==> config.mk <==
export PLATFORM = sky130hd
export DESIGN_NAME = serial_adder_ctrl
export DESIGN_NICKNAME = d
export VERILOG_FILES = /design/src/rtl/serial_adder_ctrl.sv
export SDC_FILE = /design/constraint.sdc
export NUM_CORES = 1
export LEC_CHECK = 0
export BUFFER_PORTS_ARGS = -buffer_cell sky130_fd_sc_hd__buf_2
export CORE_UTILIZATION = 57
export CTS_BUF_LIST = sky130_fd_sc_hd__clkbuf_4
export DETAILED_ROUTE_END_ITERATION = 8
export PLACE_DENSITY_LB_ADDON = 0.12
export SLEW_MARGIN = 20
export SYNTH_ARGS = -nofsm -noshare
export SYNTH_HDL_FRONTEND = slang
export SYNTH_SLANG_ARGS = --single-unit
==> constraint.sdc <==
create_clock -name clk -period 2.5 [get_ports clk]
set_input_delay 0.25 -clock clk [delete_from_list [all_inputs] [get_ports clk]]
set_output_delay 0.25 -clock clk [all_outputs]
set_load 0.05 [all_outputs]
==> src/rtl/serial_adder_ctrl.sv <==
// serial_adder_ctrl
//   Bit-serial add/subtract controller. One full-adder cell is reused once
//   per cycle, LSB first. The carry between bits is held in a flop. A
//   WIDTH-bit result therefore takes WIDTH RUN cycles plus one DONE cycle.
//
// Ports
//   clk    rising-edge clock
//   rst    asynchronous, active-high reset
//   start  request pulse, sampled only in IDLE
//   sub    0 = A+B, 1 = A-B, sampled with start
//   A, B   operands, sampled with start
//   busy   high during RUN and DONE
//   done   one-cycle pulse in DONE when the result is valid
//   Sum    result, modulo 2^WIDTH; holds until the next completion
//   Cout   final carry out; for subtract, 1 means no borrow
//   Ovf    signed overflow
module serial_adder_ctrl #(
    parameter int unsigned WIDTH = 8
) (
    input  logic             clk,
    input  logic             rst,
    input  logic             start,
    input  logic             sub,
    input  logic [WIDTH-1:0] A,
    input  logic [WIDTH-1:0] B,
    output logic             busy,
    output logic             done,
    output logic [WIDTH-1:0] Sum,
    output logic             Cout,
    output logic             Ovf
);

    localparam int unsigned CW = (WIDTH > 1) ? $clog2(WIDTH) : 1;
    localparam logic [CW-1:0] LAST = CW'(WIDTH - 1);

    typedef enum logic [1:0] {
        IDLE = 2'd0,
        RUN  = 2'd1,
        DONE = 2'd2
    } state_t;

    state_t state;
    state_t state_next;

    logic [WIDTH-1:0] ra;
    logic [WIDTH-1:0] rb;
    logic [WIDTH-1:0] res;
    logic [CW-1:0]    cnt;
    logic             carry;
    logic             fa_s;
    logic             fa_c;
    logic             last_bit;

    // Shared one-bit full-adder cell
    always_comb begin
        fa_s = ra[0] ^ rb[0] ^ carry;
        fa_c = (ra[0] & rb[0]) | (ra[0] & carry) | (rb[0] & carry);
    end

    assign last_bit = (cnt == LAST);

    // State register
    always_ff @(posedge clk or posedge rst) begin
        if (rst) begin
            state <= IDLE;
        end else begin
            state <= state_next;
        end
    end

    // Next-state logic
    always_comb begin
        state_next = state;
        case (state)
            IDLE:    if (start) state_next = RUN;
            RUN:     if (last_bit) state_next = DONE;
            DONE:    state_next = IDLE;
            default: state_next = IDLE;
        endcase
    end

    // Output decode
    always_comb begin
        busy = (state != IDLE);
        done = (state == DONE);
    end

    // Datapath. The result registers are loaded on the final RUN cycle,
    // i.e. on the transition into DONE. During that cycle the carry flop
    // still holds the carry into the MSB cell, so signed overflow is
    // formed from it and the cell's carry out directly. This avoids
    // keeping a separate copy of the MSB carry-in.
    always_ff @(posedge clk or posedge rst) begin
        if (rst) begin
            ra    <= '0;
            rb    <= '0;
            res   <= '0;
            cnt   <= '0;
            carry <= 1'b0;
            Sum   <= '0;
            Cout  <= 1'b0;
            Ovf   <= 1'b0;
        end else begin
            case (state)
                IDLE: begin
                    if (start) begin
                        ra    <= A;
                        rb    <= B ^ {WIDTH{sub}};
                        carry <= sub;
                        cnt   <= '0;
                    end
                end
                RUN: begin
                    ra    <= ra >> 1;
                    rb    <= rb >> 1;
                    res   <= {fa_s, res[WIDTH-1:1]};
                    carry <= fa_c;
                    cnt   <= cnt + 1'b1;
                    if (last_bit) begin
                        Sum  <= {fa_s, res[WIDTH-1:1]};
                        Cout <= fa_c;
                        Ovf  <= carry ^ fa_c;
                    end
                end
                default: ;
            endcase
        end
    end

endmodule

==> metrics.md <==
| Metric | Value |
|---|---|
| Status | `finished with violations` |
| Failing checks | `DRC` |
| Worst-Margin Slew | `0.701 ns` |
| Iteration-0 DRC Markers | `61` |
| Die height | `57.1 µm` |
| DR vias | `1,130` |
| Period minus WS final | `1.91 ns` |
| Reg2Reg Depth | `3` |
| Peak supply drop | `0.000729 V` |
| Max-cap violations | `0` |
| Hold Path Origin | `A[7]` |
| Area of the core | `0.00281 mm²` |
| Reg-to-reg setup timing slack | `0.59 ns` |
| Leakage power | `0.988 nW` |
| Path length in cells of the critical path | `3` |
| Global Route Usage Sum | `0.206` |
| Yosys reg bits | `39` |
| Clock Sink Count | `39` |
| Syn avg cell area | `12.5 µm²` |
| First-pass GRT wire length | `5.06 mm` |
| Initial antenna violation count | `0` |
| Mapped Cells | `138` |
| CTS H-tree depth | `2` |
| Final routed DRC violation total | `6` |
| CP Launch Type | `flip-flop` |
| Reg-to-Reg Start | `state[0]` |
| WS Path Type | `reg -> reg` |
| Longest Clk Path Bufs | `2` |
| CTS root buf | `clkbuf_4` |
| Cell taking the most area after synthesis | `dfrtp_1` |
| Final Max Slew Viols | `0` |
| Number of synthesized flops with an enable pin | `0` |
| Mapped Area | `0.00173 mm²` |
| Post-route ant nets | `0` |
| Synthesis-to-layout area growth | `15.4%` |
| Critical-path top delay cell | `dfrtp_1` |
| Total grt overflow | `0` |
| Gp weighted congestion | `0.723` |
| Top cells by count, synth | `39 x dfrtp_1, 17 x mux2_2, 11 x nand2_1, 10 x o21ai_0, 9 x and3b_1` |
| Worst rel slew slack | `0.532` |
| Count leader, synth | `dfrtp_1` |
| Final hold slack | `0.134 ns` |
| Crit-path max FO | `25` |
| HPWL after detailed placement | `1.99 mm` |
| Post-CTS Setup Inserts | `0` |
| Syn_nets | `161` |
| CTS buffer count | `5` |
| Worst Hold Depth | `3` |
| Required @ worst endpoint | `2.74 ns` |
| Seq/Total Area, Yosys | `0.565` |
| Setup TNS | `0 ns` |
| Post-cts resize count | `0` |
| DR pass1 iterations | `6` |
| Starting Density | `0.616` |
| Via/cell ratio | `5.57` |
| Most common flop cell mapped by yosys | `dfrtp_1` |
| CP endpoint kind | `flip-flop` |
| Fin crit share | `0.764` |
| Synth async-reset ratio | `1.00` |
| N_diodes | `0` |
| Hold endpoint | `ra[7]` |
| RSZ-0062 raised after global routing | `false` |
| Fmax | `524 MHz` |
| Pwr dens | `1300 mW/mm²` |
| Final hold violation count | `0` |
| Crit-path leading delay family | `flip-flops` |
| Site row count | `19` |
| Layout cells sized above 1 | `0.355` |
| Filler instances | `216` |
| Top Ports | `32` |
| Die footprint | `0.00326 mm²` |
| Ordered list of cells on the worst path | `o21bai_1 -> buf_4 -> a221o_1` |
| Clock-pin slew on the worst setup and hold paths | `0.12 ns` |
| Crit-path max cell delay | `0.76 ns` |
| Largest net degree at the start of global routing | `40` |
| Final setup viols | `0` |
| Clk Latency, worst-skew pair | `0.35 ns` |
| WP data arrival | `2.15 ns` |
| Clock skew | `0.00434 ns` |
| Tightest Hold Check Type | `in -> reg` |
| Worst r2r dst | `rb[3]` |
| Unique masters post-synth | `24` |
| CTS tree | `done` |
| Port bufs | `31` |
| Fin nets | `194` |
| CP Buf/Inv Count | `1` |
| YS warnings | `0` |
| Die Span X | `57.1 µm` |
| Vias in the first global route | `1,149` |
| Top cells by area, synth | `dfrtp_1 56%, mux2_2 11%, and3b_1 4.6%, a221o_1 4.1%, xor2_1 3.5%` |
| Yosys top cell area share | `0.565` |
| Total wire length | `2.94 mm` |
| Drt wl/cell | `14.5 µm` |
-- state kept, by name (all words and copies together), names as in the netlist --
name   cells
Ovf        1
Sum        8
state      2
rb         8
cnt        3
Cout       1
carry      1
res        7
ra         8
-- through the flow --
stage               utilization  instance area [µm²]  power [mW]  std cells  worst slack, ns
floorplan                     -                 1730        1.94        138            0.673
global placement          0.678                 1900        2.15        194            0.655
detailed placement        0.678                 1900        2.19        194            0.596
CTS                       0.711                 1990        2.61        203            0.566
global route              0.711                 1990        2.74        203            0.442
finish                    0.711                 1990        2.59        203            0.590
-- worst register-to-register path, delay by kind of cell, from the launching register on --
kind / cells / cell delay [ns]
DFF: 1 / 0.76
AOI/OAI and AO/OA: 2 / 0.75
buffers and inverters: 1 / 0.29
-- power breakdown --
group          total (mW)  internal (mW)  switching (mW)
sequential           1.10          0.904           0.198
combinational        1.06          0.451           0.610
clock               0.423          0.210           0.213
total                2.59           1.57            1.02
-- logic make-up after synthesis --
kind of cell / Yosys count / share of synthesized area
buffers and inverters: 11 / 0.0282
flip-flops: 39 / 0.565
XOR/XNOR: 9 / 0.0456
AND/OR/NAND/NOR: 29 / 0.102
adder cells (fa/ha/maj): 3 / 0.0261
AO/OA/AOI/OAI: 30 / 0.122
multiplexers: 17 / 0.111
-- area by class of cell --
type | instances | area, µm² | share of cell area
timing repair buffer | 35 | 188 | 0.0941
inverter | 2 | 7.51 | 0.00376
clock buffer | 5 | 37.5 | 0.0188
clock inverter | 3 | 43.8 | 0.0220
tap | 31 | 38.8 | 0.0194
sequential | 39 | 976 | 0.489
multi-input combinational | 88 | 703 | 0.353
-- timing repair --
action | CTS | global route
hold buffers | 1 | 0
endpoints found under the setup margin | 0 | 0
hold endpoints to repair | 32 | 0
-- cell usage in the layout, fill, tap and decap left out, drive strengths merged --
| master | netlist | routed |
|---|---|---|
| buf | 4 | 34 |
| fa | 1 | 1 |
| a22o | 3 | 3 |
| or2 | 1 | 1 |
| nor2 | 1 | 1 |
| a22oi | 5 | 5 |
| xnor2 | 2 | 2 |
| nor2b | 3 | 3 |
| nor3 | 1 | 1 |
| nand3b | 1 | 1 |
| nand2 | 11 | 11 |
| a221o | 7 | 7 |
| a21oi | 4 | 4 |
| o21bai | 1 | 1 |
| dfrtp | 39 | 39 |
| bufinv | 0 | 1 |
| clkbuf | 5 | 5 |
| ha | 2 | 2 |
| dlygate4sd3 | 0 | 1 |
| nand2b | 2 | 2 |
| mux2 | 17 | 17 |
| o21ai | 10 | 10 |
| and3b | 9 | 9 |
| clkinv | 0 | 2 |
| xor2 | 7 | 7 |
| inv | 2 | 2 |
-- worst max path at each step --
stage             start  endpoint
2_1_floorplan  state[1]      done
3_3_place_gp   state[0]    Sum[2]
3_5_place_dp   state[0]     rb[6]
4_1_cts        state[0]     rb[6]
5_1_grt        state[0]     rb[3]
6_report       state[0]     rb[3]
-- layer usage --
| layer | up-vias | track usage | wire [µm] |
|---|---|---|---|
| li1 | 556 | - | - |
| met1 | 539 | 0.259 | 1400 |
| met2 | 26 | 0.328 | 1350 |
| met3 | 9 | 0.0522 | 126 |
| met4 | 0 | 0.111 | 66 |
| met5 | - | 0 | 0 |
(Power assumes the default switching activity.)
